<file path="config.mk">
export PLATFORM = sky130hd
export DESIGN_NAME = rv32imf_ext_irq_arbiter
export DESIGN_NICKNAME = d
export VERILOG_FILES = /design/src/rtl/rv32imf_ext_irq_arbiter.sv
export SDC_FILE = /design/constraint.sdc
export NUM_CORES = 1
export LEC_CHECK = 0
export CAP_MARGIN = 20
export CELL_PAD_IN_SITES_DETAIL_PLACEMENT = 0
export CELL_PAD_IN_SITES_GLOBAL_PLACEMENT = 1
export CORE_ASPECT_RATIO = 0.9
export CORE_MARGIN = 8
export CORE_UTILIZATION = 40
export CTS_BUF_LIST = sky130_fd_sc_hd__clkbuf_4 sky130_fd_sc_hd__clkbuf_8
export DETAILED_ROUTE_END_ITERATION = 16
export GPL_ROUTABILITY_DRIVEN = 0
export PLACE_DENSITY = 0.81
export SKIP_CTS_REPAIR_TIMING = 1
export SLEW_MARGIN = 0
export SYNTH_ARGS = -nofsm -noshare
export SYNTH_HDL_FRONTEND = slang
export SYNTH_SLANG_ARGS = --single-unit
</file>
<file path="constraint.sdc">
create_clock -name clk -period 23.3 [get_ports clk]
set_input_delay 4.66 -clock clk [delete_from_list [all_inputs] [get_ports clk]]
set_output_delay 4.66 -clock clk [all_outputs]
set_load 0.1 [all_outputs]
</file>
<file path="src/rtl/rv32imf_ext_irq_arbiter.sv">
// ----------------------------------------------------------------------------
// rv32imf_ext_irq_arbiter
//
// External interrupt arbiter that sits in front of the core interrupt
// controller. It collects NUM_SRC external sources, passes each through a
// level or rising-edge gateway, and picks the highest-priority enabled pending
// source. The result drives the machine-external interrupt line (MEI).
// Software claims the winning ID by reading CLAIM and completes it by writing
// the ID back to CLAIM.
//
// Source n (src_i[n]) has ID n+1. ID 0 means "no source".
//
// Ports
//   clk           clock
//   rst_n         asynchronous active-low reset
//   src_i         raw asynchronous interrupt sources
//   reg_req_i     register access request (always accepted)
//   reg_we_i      1 = write, 0 = read
//   reg_addr_i    byte address, bits [1:0] ignored
//   reg_wdata_i   write data
//   reg_rdata_o   read data, valid while reg_rvalid_o is high
//   reg_rvalid_o  high exactly one cycle after each read request
//   meip_o        machine external interrupt request to the core
//
// Register map (byte offsets)
//   0x00 + 4*ID  PRIO[ID]   RW, ID 1..NUM_SRC (others read 0, writes ignored)
//   0x80         PENDING    RO, bit ID
//   0x84         ENABLE     RW, bit ID, bit 0 always 0
//   0x88         EDGE       RW, bit ID: 1 = rising edge, 0 = level
//   0x8C         THRESHOLD  RW
//   0x90         CLAIM      read = claim, write = complete
// ----------------------------------------------------------------------------
module rv32imf_ext_irq_arbiter #(
    parameter int NUM_SRC = 16,
    parameter int PRIO_W  = 3
) (
    input  logic               clk,
    input  logic               rst_n,
    input  logic [NUM_SRC-1:0] src_i,
    input  logic               reg_req_i,
    input  logic               reg_we_i,
    input  logic [7:0]         reg_addr_i,
    input  logic [31:0]        reg_wdata_i,
    output logic [31:0]        reg_rdata_o,
    output logic               reg_rvalid_o,
    output logic               meip_o
);

    // Bits [NUM_SRC:1] of every ID-indexed vector are real; the rest stay 0.
    localparam logic [31:0] SRC_MASK = ((32'd1 << NUM_SRC) - 32'd1) << 1;

    localparam logic [5:0] W_PENDING = 6'd32;
    localparam logic [5:0] W_ENABLE  = 6'd33;
    localparam logic [5:0] W_EDGE    = 6'd34;
    localparam logic [5:0] W_THRESH  = 6'd35;
    localparam logic [5:0] W_CLAIM   = 6'd36;

    // Synchronizer and edge-detect history
    logic [NUM_SRC-1:0] s_meta, s_q, s_q_prev;

    // Configuration
    logic [PRIO_W-1:0]  prio_q [1:NUM_SRC];
    logic [31:0]        enable_q, edge_q;
    logic [PRIO_W-1:0]  threshold_q;

    // Gateway / claim state, all indexed by ID
    logic [31:0]        pending_q, inflight_q, edge_hold_q;

    // Arbitration result
    logic [4:0]         best_id_q;
    logic [4:0]         best_id_c;
    logic [PRIO_W-1:0]  best_prio_c;

    // Register port
    logic [5:0]         word;
    logic               wr_fire, rd_fire, claim_fire, complete_fire;
    logic [31:0]        rdata_next;

    // Gateway next-state terms
    logic [31:0] s_vec, edge_vec, level_set, edge_set, blocked;
    logic [31:0] hold_release, set_mask, claim_mask, complete_mask;
    logic [31:0] pending_next, inflight_next, edge_hold_next;

    assign word          = 6'(reg_addr_i >> 2);
    assign wr_fire       = reg_req_i &&  reg_we_i;
    assign rd_fire       = reg_req_i && !reg_we_i;
    assign claim_fire    = rd_fire && (word == W_CLAIM);
    assign complete_fire = wr_fire && (word == W_CLAIM);

    assign s_vec    = 32'({s_q, 1'b0});
    assign edge_vec = 32'({s_q & ~s_q_prev, 1'b0});

    // A claim of ID 0 is a no-op, so it produces an empty mask.
    assign claim_mask    = (claim_fire && best_id_q != 5'd0) ? (32'd1 << best_id_q) : 32'd0;
    // Only an ID that is actually in flight can be completed; everything else
    // (ID 0, out-of-range IDs, not-in-flight IDs) masks to nothing.
    assign complete_mask = complete_fire ? ((32'd1 << reg_wdata_i[4:0]) & inflight_q & SRC_MASK)
                                         : 32'd0;

    // The ID being claimed this cycle is treated as already in flight, so an
    // edge arriving in the claim cycle lands in edge_hold instead of being
    // set-then-cleared and lost.
    assign blocked        = inflight_q | claim_mask;
    assign level_set      = s_vec & ~edge_q;
    assign edge_set       = edge_vec & edge_q;
    assign hold_release   = edge_hold_q & ~blocked;
    assign set_mask       = (level_set | edge_set | hold_release) & ~blocked & SRC_MASK;
    assign pending_next   = (pending_q | set_mask) & ~claim_mask;
    assign edge_hold_next = ((edge_hold_q & ~hold_release) | (edge_set & blocked)) & SRC_MASK;
    assign inflight_next  = (inflight_q & ~complete_mask) | claim_mask;

    // Strict '>' while scanning upward keeps the lowest ID on a tie; starting
    // from priority 0 excludes priority-0 sources automatically.
    always_comb begin
        best_id_c   = 5'd0;
        best_prio_c = '0;
        for (int i = 1; i <= NUM_SRC; i++) begin
            if (pending_q[i] && enable_q[i] && (prio_q[i] > best_prio_c)) begin
                best_prio_c = prio_q[i];
                best_id_c   = 5'(i);
            end
        end
    end

    // Reads observe the current (pre-update) register values.
    always_comb begin
        rdata_next = 32'd0;
        case (word)
            W_PENDING: rdata_next = pending_q;
            W_ENABLE:  rdata_next = enable_q;
            W_EDGE:    rdata_next = edge_q;
            W_THRESH:  rdata_next = 32'(threshold_q);
            W_CLAIM:   rdata_next = 32'(best_id_q);
            default: begin
                for (int i = 1; i <= NUM_SRC; i++) begin
                    if (word == 6'(i)) rdata_next = 32'(prio_q[i]);
                end
            end
        endcase
    end

    always_ff @(posedge clk or negedge rst_n) begin
        if (!rst_n) begin
            s_meta       <= '0;
            s_q          <= '0;
            s_q_prev     <= '0;
            for (int i = 1; i <= NUM_SRC; i++) prio_q[i] <= '0;
            enable_q     <= 32'd0;
            edge_q       <= 32'd0;
            threshold_q  <= '0;
            pending_q    <= 32'd0;
            inflight_q   <= 32'd0;
            edge_hold_q  <= 32'd0;
            best_id_q    <= 5'd0;
            meip_o       <= 1'b0;
            reg_rdata_o  <= 32'd0;
            reg_rvalid_o <= 1'b0;
        end else begin
            s_meta      <= src_i;
            s_q         <= s_meta;
            s_q_prev    <= s_q;

            pending_q   <= pending_next;
            inflight_q  <= inflight_next;
            edge_hold_q <= edge_hold_next;

            best_id_q   <= best_id_c;
            // Registered alongside best_id_q so MEI and CLAIM always agree.
            meip_o      <= (best_prio_c > threshold_q);

            reg_rvalid_o <= rd_fire;
            if (rd_fire) reg_rdata_o <= rdata_next;

            if (wr_fire) begin
                case (word)
                    W_ENABLE: enable_q    <= reg_wdata_i & SRC_MASK;
                    W_EDGE:   edge_q      <= reg_wdata_i & SRC_MASK;
                    W_THRESH: threshold_q <= reg_wdata_i[PRIO_W-1:0];
                    default: begin
                        for (int i = 1; i <= NUM_SRC; i++) begin
                            if (word == 6'(i)) prio_q[i] <= reg_wdata_i[PRIO_W-1:0];
                        end
                    end
                endcase
            end
        end
    end

endmodule

</file>
### After elaboration in Yosys (flattened, before gate mapping)

Cells that the tools add are included.

| storage, ports and cells | value |
|---|---|
| logic and storage cells | 202 |
| bits of input ports | 60 |
| output and inout port bits | 34 |
| register bits after elaboration | 250 |

| operators by class | value |
|---|---|
| equal/unequal tests | 21 |
| shift operators | 2 |
| multiplexer cells | 51 |
| reduce and logical (&&, ||, !) cells | 59 |
| $lt $le $gt $ge | 17 |
| bitwise gates (word level) | 23 |

Operators with widths:

| kind | count |
|---|---|
| $mux 32 | 16 |
| $pmux 32 s5 | 1 |
| $and 17x17->17 | 7 |
| $or 17x17->17 | 4 |
| $and 32x32->32 | 2 |
| $mux 3 | 19 |
| $mux 5 | 11 |
| $not 17->17 | 3 |
| $eq 6x4->1 const B | 8 |
| $gt 3x3->1 | 16 |
| $reduce_and 3->1 | 16 |
| $logic_and 1x1->1 | 37 |
| $not 17->32 | 1 |
| $not 32->32 | 1 |
| $or 32x17->32 | 1 |
| $or 32x32->32 | 1 |
| $shl 1x5->32 const A | 1 |
| $eq 6x6->1 const B | 5 |
| $eq 6x3->1 const B | 4 |
| $mux 17 | 1 |
| $shl 1x5->17 const A | 1 |
| $and 16x16->16 | 1 |
| $not 16->16 | 1 |
| $eq 6x2->1 const B | 2 |
| 10 further kinds | 13 |

### Depth between registers and ports, before layout

Gate-level depths: netlist (run 1).

| logic depth | value |
|---|---|
| depth in word-level cells | 49 |
| gate-level depth with buffers | 108 |
| gate-level depth less buffers | 107 |

### Worst setup path after synthesis (run 1)

Ideal clock, no wire load.

| timing | value |
|---|---|
| path type | register -> register |
| start | register pending_q[1] |
| end | register meip_o |
| arrival time | 20.078 ns |
| required time | 23.174 ns |
| path slack | 3.096 ns |
| stages on the path, launching flop included | 99 |
| clock period less this slack | 20.204 ns |
| setup time | 0.126 ns |
| path through | dfrtp_1 -> and3_1 -> inv_1 -> ha_1 -> and3_1 -> or2_1 -> nor2_1 -> mux2_2 -> ha_1 -> nand2_1 -> or3_1 -> nor3_1 -> nor3_1 -> nand2_2 -> mux2_2 -> ha_1 -> o21ai_0 -> o31ai_1 -> [63 not listed] -> nor3b_1 -> maj3_1 -> o21ba_2 -> o22ai_1 -> ha_1 -> nor2b_1 -> o21a_1 -> o2111ai_2 -> mux2_2 -> ha_1 -> a21o_1 -> a21oi_1 -> a311oi_1 -> mux2i_1 -> ha_1 -> a21o_1 -> a21oi_1 -> a31oi_1 |

| on the way | value |
|---|---|
| cells in the longest elaborated chain, start to end | 49 |

RTL lines:

| what | line | text |
|---|---|---|
| start: declaration | 67 | `logic [31:0] pending_q, inflight_q, edge_hold_q;` |
| start signal: assignment | 163 | `pending_q <= pending_next;` |
| $logic_and 1x1->1 (*) (2 in a row) | 118 | `if (pending_q[i] && enable_q[i] && (prio_q[i] > best_prio_c)) begin` |
| $mux 3 (*) | 118 |  |
| $gt 3x3->1 | 118 |  |
| $logic_and 1x1->1 | 118 |  |
| $mux 3 (*) | 118 |  |
| $gt 3x3->1 | 118 |  |
| $logic_and 1x1->1 | 118 |  |
| $mux 3 (*) | 118 |  |
| [32 not listed] | -- |  |
| $mux 3 (*) | 118 |  |
| $gt 3x3->1 | 118 |  |
| $logic_and 1x1->1 | 118 |  |
| $mux 3 (*) | 118 |  |
| $gt 3x3->1 | 118 |  |
| $logic_and 1x1->1 | 118 |  |
| $mux 3 (*) | 118 |  |
| $gt 3x3->1 (*) | 169 | `meip_o <= (best_prio_c > threshold_q);` |
| end signal: assignment | 169 |  |
| end: declaration | 46 | `output logic meip_o` |

Mark *: on every way between the ends. The rest lies on a longest branch, timed or not.
A chain may end at the register's enable or synchronous reset.

### Worst setup path in the final report (run 1)

Ends and elaborated chain as after synthesis.

==> results of run 1 <==
==> cells in the final DEF (no fill, tap or decap), types with 7 or more instances in the layout <==
cell               n
o211ai_1           7
a211oi_1          12
clkdlybuf4s50_1   74
dfrtp_1          234
ha_1              25
nor2_1           116
a22o_1            28
or3_1              7
buf_4             18
and3_1            11
nor2b_1            8
mux2_2            72
a21boi_0          16
o21ai_0           45
inv_1             50
mux2i_1           21
o21a_1             7
nand3_1           36
nand2_1           98
a31oi_1           25
a21oi_1           86
clkbuf_8          51
and2_1            13
nor3_1            13
a22oi_1            8
==> cells by family after synthesis <==
kind of cell / count (synthesis) / share of synthesized area
AOI/OAI and AO/OA: 317 / 0.193
adders and majority gates: 27 / 0.0284
buffers and inverters: 98 / 0.0322
DFF: 234 / 0.497
muxes: 103 / 0.102
and+or+nand+nor: 358 / 0.147
==> state kept, by name, summed over array words and instances, names as in the netlist, 3 cells and up <==
register     flops
prio_q          48
pending_q       32
reg_rdata_o     32
edge_hold_q     16
edge_q          16
enable_q        16
inflight_q      16
s_meta          16
s_q             16
s_q_prev        16
best_id_q        5
threshold_q      3
==> area by class of cell <==
type / instances / area (sq um)
Clock inverter: 14 / 228
Fill cell: 2743 / 14900
Sequential cell: 234 / 5860
Tap cell: 396 / 495
Clock buffer: 56 / 739
Inverter: 51 / 191
Multi-Input combinational cell: 805 / 5620
Timing Repair Buffer: 95 / 903
==> Yosys cell counts, drive strengths merged, types with 19 or more instances <==
| master | instances | area, sq um |
|---|---|---|
| nand3 | 36 | 180 |
| dfrtp | 234 | 5860 |
| nor2 | 119 | 457 |
| inv | 50 | 188 |
| a21boi | 19 | 146 |
| mux2i | 25 | 262 |
| a22o | 28 | 245 |
| nand2 | 100 | 378 |
| ha | 25 | 313 |
| mux2 | 73 | 826 |
| a21oi | 88 | 448 |
| a31oi | 27 | 184 |
| clkbuf | 39 | 146 |
| o21ai | 47 | 235 |
==> layer usage <==
metal / global-route usage / vias up
li1: - / 4333
met3: 0.0390 / 51
met5: 0 / -
met1: 0.267 / 4595
met2: 0.304 / 291
met4: 0.0536 / 0
==> worst paths after layout <==
kind	slack [ns]	end	from
setup / recovery	1.34	meip_o	pending_q[1]
hold / removal	0.35	s_q[12]	s_meta[12]
setup reg to reg	1.34	meip_o	pending_q[1]
hold reg to reg	0.35	s_q[12]	s_meta[12]
max in group asynchronous	17.68	edge_hold_q[5]	rst_n
min in group asynchronous	4.17	reg_rdata_o[29]	rst_n
==> through the flow <==
stage / utilization / setup TNS [ns] / total power, mW
after CTS: 0.482 / 0 / 1.14
after detailed placement: 0.449 / 0 / 0.700
after global placement: 0.449 / 0 / 0.695
after floorplan: - / 0 / 0.620
final: 0.485 / 0 / 1.14
after global routing: 0.485 / -0.0320 / 1.20
==> power groups by stage <==
stage	combinational [mW]	sequential, mW	clock [mW]
finish	0.242	0.459	0.442
global route	0.267	0.463	0.467
CTS	0.236	0.458	0.451
detailed placement	0.235	0.465	0
global placement	0.231	0.464	0
floorplan	0.157	0.463	0
==> results.sh, run 1 <==
export IMPL_status="completed"
export IMPL_start_util=0.407
export IMPL_clock_skew_ns=0.0135
export IMPL_p_sw_frac=0.300
export IMPL_drtPass1Iterations=5
export IMPL_die_area_sq_mm=0.0352
export IMPL_drive_above_1_share=0.177
export IMPL_met3_length_mm=2.20
export IMPL_vias_per_cell=5.61
export IMPL_place_inst=1579
export IMPL_clk_latency_ns=0.54
export IMPL_async_reset_ff_frac=1.00
export IMPL_synth_top_flop_cell="dfrtp_1"
export IMPL_wl_per_cell_um=20.4
export IMPL_antenna_found_initial=0
export IMPL_synth_edf_count=0
export IMPL_grt_max_degree=120
export IMPL_combPwrFrac=0.212
export IMPL_maxCapViolations=0
export IMPL_diodes=0
export IMPL_seqPwrFrac=0.402
export IMPL_ys_seq_area_frac=0.497
export IMPL_vdd_drop_max_mv=0.0478
export IMPL_grt_pass1_wl_mm=53.2
export IMPL_critPathKind="flip-flop to flip-flop"
export IMPL_leakage_nw=6.13
export IMPL_final_nets=1311
export IMPL_crit_family="compound AO/OA/AOI/OAI gates"
export IMPL_initialDrtViolationCount=623
export IMPL_synth_warnings=0
export IMPL_cts_root_buffer="clkbuf_8"
export IMPL_cts_sinks=234
export IMPL_setup_ws_ns=1.34
export IMPL_clkSlewWorstSetupHoldPaths_ns=0.06
export IMPL_core_sq_mm=0.0289
export IMPL_vias=9270
export IMPL_routed_top_layer="met4"
export IMPL_grt_overflow=0
export IMPL_cp_depth=102
export IMPL_whs_ns=0.348
export IMPL_fin_crit_ns=21.96
export IMPL_ff2ff_path_depth=102
export IMPL_wirelength_mm=33.7
export IMPL_switchingPower_mw=0.343
export IMPL_postSynthCellCount=1137
export IMPL_crit_required_ns=23.69
export IMPL_cts_htree_levels=2
export IMPL_syn_nets=1222
export IMPL_num_rows=59
export IMPL_cp_start_kind="flip-flop"
export IMPL_clockPowerShare=0.386
export IMPL_fin_area_sq_mm=0.0140
export IMPL_cp_common_cell="ha_1"
export IMPL_avgSynthCellArea_sq_um=10.4
export IMPL_finalCritPeriodShare=0.943
export IMPL_hold_viol=0
export IMPL_io_buffers=76
export IMPL_syn_to_final_growth_pct=19.2
export IMPL_cts_buffer_depth=3
export IMPL_dr_wl_met2_mm=15.2
export IMPL_p_per_area_mw_per_mm2=81.4
export IMPL_tritoncts="built"
export IMPL_hpwlAfterDp_mm=24.0
export IMPL_path_max_fanout=10
export IMPL_drc=0
export IMPL_hold_depth=0
export IMPL_die_w_um=197
export IMPL_place_area_sq_mm=0.0130
export IMPL_post_place_ws_ns=0.904
export IMPL_slew_headroom=0.285
export IMPL_synth_distinct_cells=100
export IMPL_grtUsageTotal=0.193
export IMPL_worst_setup_path_end_kind="flip-flop"
export IMPL_cts_buffers=39
export IMPL_finalSetupViolCount=0
export IMPL_arrival_ns=22.35
export IMPL_worstHoldPathType="flip-flop to flip-flop"
export IMPL_io_pins=94
export IMPL_intPower_mw=0.799
export IMPL_fin_cells=1651
export IMPL_synth_cell_area_sq_mm=0.0118
export IMPL_drt_met1_wl_mm=15.6
export IMPL_ant_nets=0
export IMPL_slowest_stage="or4b_1"
export IMPL_cp_num_buf_inv=5
export IMPL_tightest_slew_ns=1.07
export IMPL_slew_viol_final=0
export IMPL_max_freq_ghz=0.0455
export IMPL_grt_pass1_vias=9408
export IMPL_die_h_um=179
export IMPL_synth_seq_cells=234
export IMPL_cp_slowest_stage_delay_ns=0.50
Power figures use the tool's default switching activity.
==> run 2: changes to the inputs <==
--- a/config.mk
+++ b/config.mk
@@ -20,3 +20,4 @@
 export SYNTH_ARGS = -nofsm -noshare
 export SYNTH_HDL_FRONTEND = slang
 export SYNTH_SLANG_ARGS = --single-unit
+export TNS_END_PERCENT = 10
==> results of run 2 <==
No change in the layout: final DEF, timing and power equal those of run 1.
==> run 3: changes to the inputs <==
--- a/config.mk
+++ b/config.mk
@@ -9,13 +9,11 @@
 export CELL_PAD_IN_SITES_DETAIL_PLACEMENT = 0
 export CELL_PAD_IN_SITES_GLOBAL_PLACEMENT = 1
 export CORE_ASPECT_RATIO = 0.9
-export CORE_MARGIN = 8
+export CORE_MARGIN = 2
 export CORE_UTILIZATION = 40
-export CTS_BUF_LIST = sky130_fd_sc_hd__clkbuf_4 sky130_fd_sc_hd__clkbuf_8
 export DETAILED_ROUTE_END_ITERATION = 16
 export GPL_ROUTABILITY_DRIVEN = 0
 export PLACE_DENSITY = 0.81
-export SKIP_CTS_REPAIR_TIMING = 1
 export SLEW_MARGIN = 0
 export SYNTH_ARGS = -nofsm -noshare
 export SYNTH_HDL_FRONTEND = slang
==> run 3 against run 2 <==
Compared with the run above: sequential power about the same; core utilization is 0.61 points lower; combinational power barely moved; die area decreased by 12%; via count rose by 0.58%; first-iteration DRC count is 29% higher; fmax fell by 0.10%; clock skew hardly changed; total power decreased by 4.9%; critical path depth rose by 1.
==> results.sh, run 3 (synthesis results as in run 1) <==
export IMPL_cts_root_buffer="clkbuf_16"
export IMPL_start_util=0.407
export IMPL_wirelength_mm=32.7
export IMPL_tritoncts="built"
export IMPL_largest_register="prio_q"
export IMPL_die_area_sq_mm=0.0308
export IMPL_syn_to_final_growth_pct=17.7
export IMPL_crit_required_ns=23.66
export IMPL_cp_common_cell="ha_1"
export IMPL_tightest_slew_ns=1.06
export IMPL_largest_reg_flops=48
export IMPL_intPower_mw=0.754
export IMPL_finalSetupViolCount=0
export IMPL_p_per_area_mw_per_mm2=78.4
export IMPL_antenna_found_initial=0
export IMPL_switchingPower_mw=0.332
export IMPL_cp_start_kind="flip-flop"
export IMPL_final_cell_mix="234 x dfrtp_1, 116 x nor2_1, 99 x nand2_1"
export IMPL_cp_num_buf_inv=5
export IMPL_fin_crit_ns=21.99
export IMPL_vias_per_cell=5.73
export IMPL_setup_tns_final_ns=0
export IMPL_drive_above_1_share=0.154
export IMPL_cts_sinks=234
export IMPL_num_rows=59
export IMPL_slowest_stage="or4b_1"
export IMPL_reg_top3="prio_q: 48 flops, pending_q: 32 flops, reg_rdata_o: 32 flops"
export IMPL_cts_buffer_depth=3
export IMPL_clk_latency_ns=0.52
export IMPL_crit_family="compound AO/OA/AOI/OAI gates"
export IMPL_place_inst=1579
export IMPL_leakage_nw=6.02
export IMPL_status="completed"
export IMPL_final_nets=1297
export IMPL_die_h_um=167
export IMPL_drtPass1Iterations=5
export IMPL_clockPowerShare=0.355
export IMPL_die_w_um=185
export IMPL_drc=0
export IMPL_p_sw_frac=0.306
export IMPL_grt_overflow=0
export IMPL_io_buffers=76
export IMPL_wl_per_cell_um=20.1
export IMPL_finalCritPeriodShare=0.944
export IMPL_maxCapViolations=0
export IMPL_slew_viol_final=0
export IMPL_ctsHoldBuffers=0
export IMPL_ant_nets=0
export IMPL_combPwrFrac=0.222
export IMPL_cts_htree_levels=1
export IMPL_layout_commonest_cell="dfrtp_1"
export IMPL_path_max_fanout=9
export IMPL_grt_max_degree=84
export IMPL_hold_viol=0
export IMPL_diodes=0
export IMPL_core_sq_mm=0.0289
export IMPL_fin_cells=1626
export IMPL_critPathKind="flip-flop to flip-flop"
export IMPL_filler_cell_count=2729
export IMPL_grtUsageTotal=0.212
export IMPL_seqPwrFrac=0.423
export IMPL_hpwlAfterDp_mm=23.1
export IMPL_clock_skew_ns=0.0135
export IMPL_cp_slowest_stage_delay_ns=0.52
export IMPL_grt_pass1_wl_mm=50.9
export IMPL_arrival_ns=22.35
export IMPL_worstHoldPathType="flip-flop to flip-flop"
export IMPL_slew_headroom=0.293
export IMPL_vdd_drop_max_mv=0.0629
export IMPL_initialDrtViolationCount=801
export IMPL_max_freq_ghz=0.0455
export IMPL_io_pins=94
export IMPL_cts_buffers=24
export IMPL_clkSlewWorstSetupHoldPaths_ns=0.06
export IMPL_grt_pass1_vias=8887
export IMPL_worst_setup_path_end_kind="flip-flop"
export IMPL_vias=9324
-- run 3: cell types whose count changed in the layout (fill, tap and decap cells not counted), moves of 2 or more --
| cell | previous run | this run |
|---|---|---|
| nor3_4 | 2 | 0 |
| bufinv_16 | 6 | 2 |
| clkbuf_16 | 0 | 25 |
| clkbuf_8 | 51 | 3 |
| clkbuf_4 | 6 | 0 |
| clkbuf_1 | 0 | 5 |
| inv_6 | 2 | 0 |
| clkinvlp_4 | 0 | 2 |
-- run 3: power by group through the flow --
| stage | Clock [mW] | Combinational [mW] | Sequential (mW) |
|---|---|---|---|
| finish | 0.386 | 0.241 | 0.459 |
| global route | 0.412 | 0.264 | 0.462 |
| CTS | 0.392 | 0.235 | 0.458 |
| detailed placement | 0 | 0.233 | 0.465 |
| global placement | 0 | 0.230 | 0.464 |
| floorplan | 0 | 0.157 | 0.463 |
-- run 3: per-layer routing --
metal  wire length, um  share of wire  vias up  global-route usage
li1                  -              -     4298                   -
met4               474          0.015        0              0.0421
met5                 0              0        -                   0
met2             14600           0.45      305               0.321
met3              2150          0.066       35              0.0234
met1             15500           0.47     4686               0.327
-- run 3: metrics by stage --
step | utilization | setup WS (ns) | cell area, sq um | total power, mW | hold slack (ns)
after floorplan | - | 3.10 | 11800 | 0.620 | 0.331
after global placement | 0.449 | 1.16 | 13000 | 0.694 | 0.332
after detailed placement | 0.449 | 1.02 | 13000 | 0.698 | 0.335
after CTS | 0.476 | 0.904 | 13800 | 1.08 | 0.347
after global routing | 0.479 | -0.0807 | 13900 | 1.14 | 0.354
final | 0.479 | 1.31 | 13900 | 1.09 | 0.346
-- run 3: final timing paths --
path	start	to	slack (ns)	cells past startpoint
setup reg to reg	pending_q[1]	meip_o	1.31	103
hold reg to reg	s_meta[0]	s_q[0]	0.35	0
setup / recovery	pending_q[1]	meip_o	1.31	103
hold / removal	s_meta[0]	s_q[0]	0.35	0
max in group asynchronous	rst_n	s_q[5]	17.27	4
min in group asynchronous	rst_n	reg_rdata_o[25]	4.12	1
-- run 3: layout make-up --
class	instances	area, sq um	area share
clock inverters	11	110	0.00794
inverters	51	191	0.0138
repair buffers	96	928	0.0670
well taps	396	495	0.0357
flip-flops and latches	234	5860	0.422
clock buffers	33	686	0.0495
multi-input cells	805	5590	0.404
-- run 3: timing repair --
action,4_1_cts,5_1_grt
hold endpoints to repair,0,0
resized for setup,0,8
setup endpoints to repair,0,1
buffers inserted,0,1
-- run 3: worst register-to-register path, delay by kind of cell, from the launching register on --
family                     cells  cell delay (ns)
AOI/OAI and AO/OA             36             6.80
adders and majority gates     18             5.11
buffers and inverters          5             0.48
DFF                            1             0.44
muxes                          7             2.22
and+or+nand+nor               37             6.78
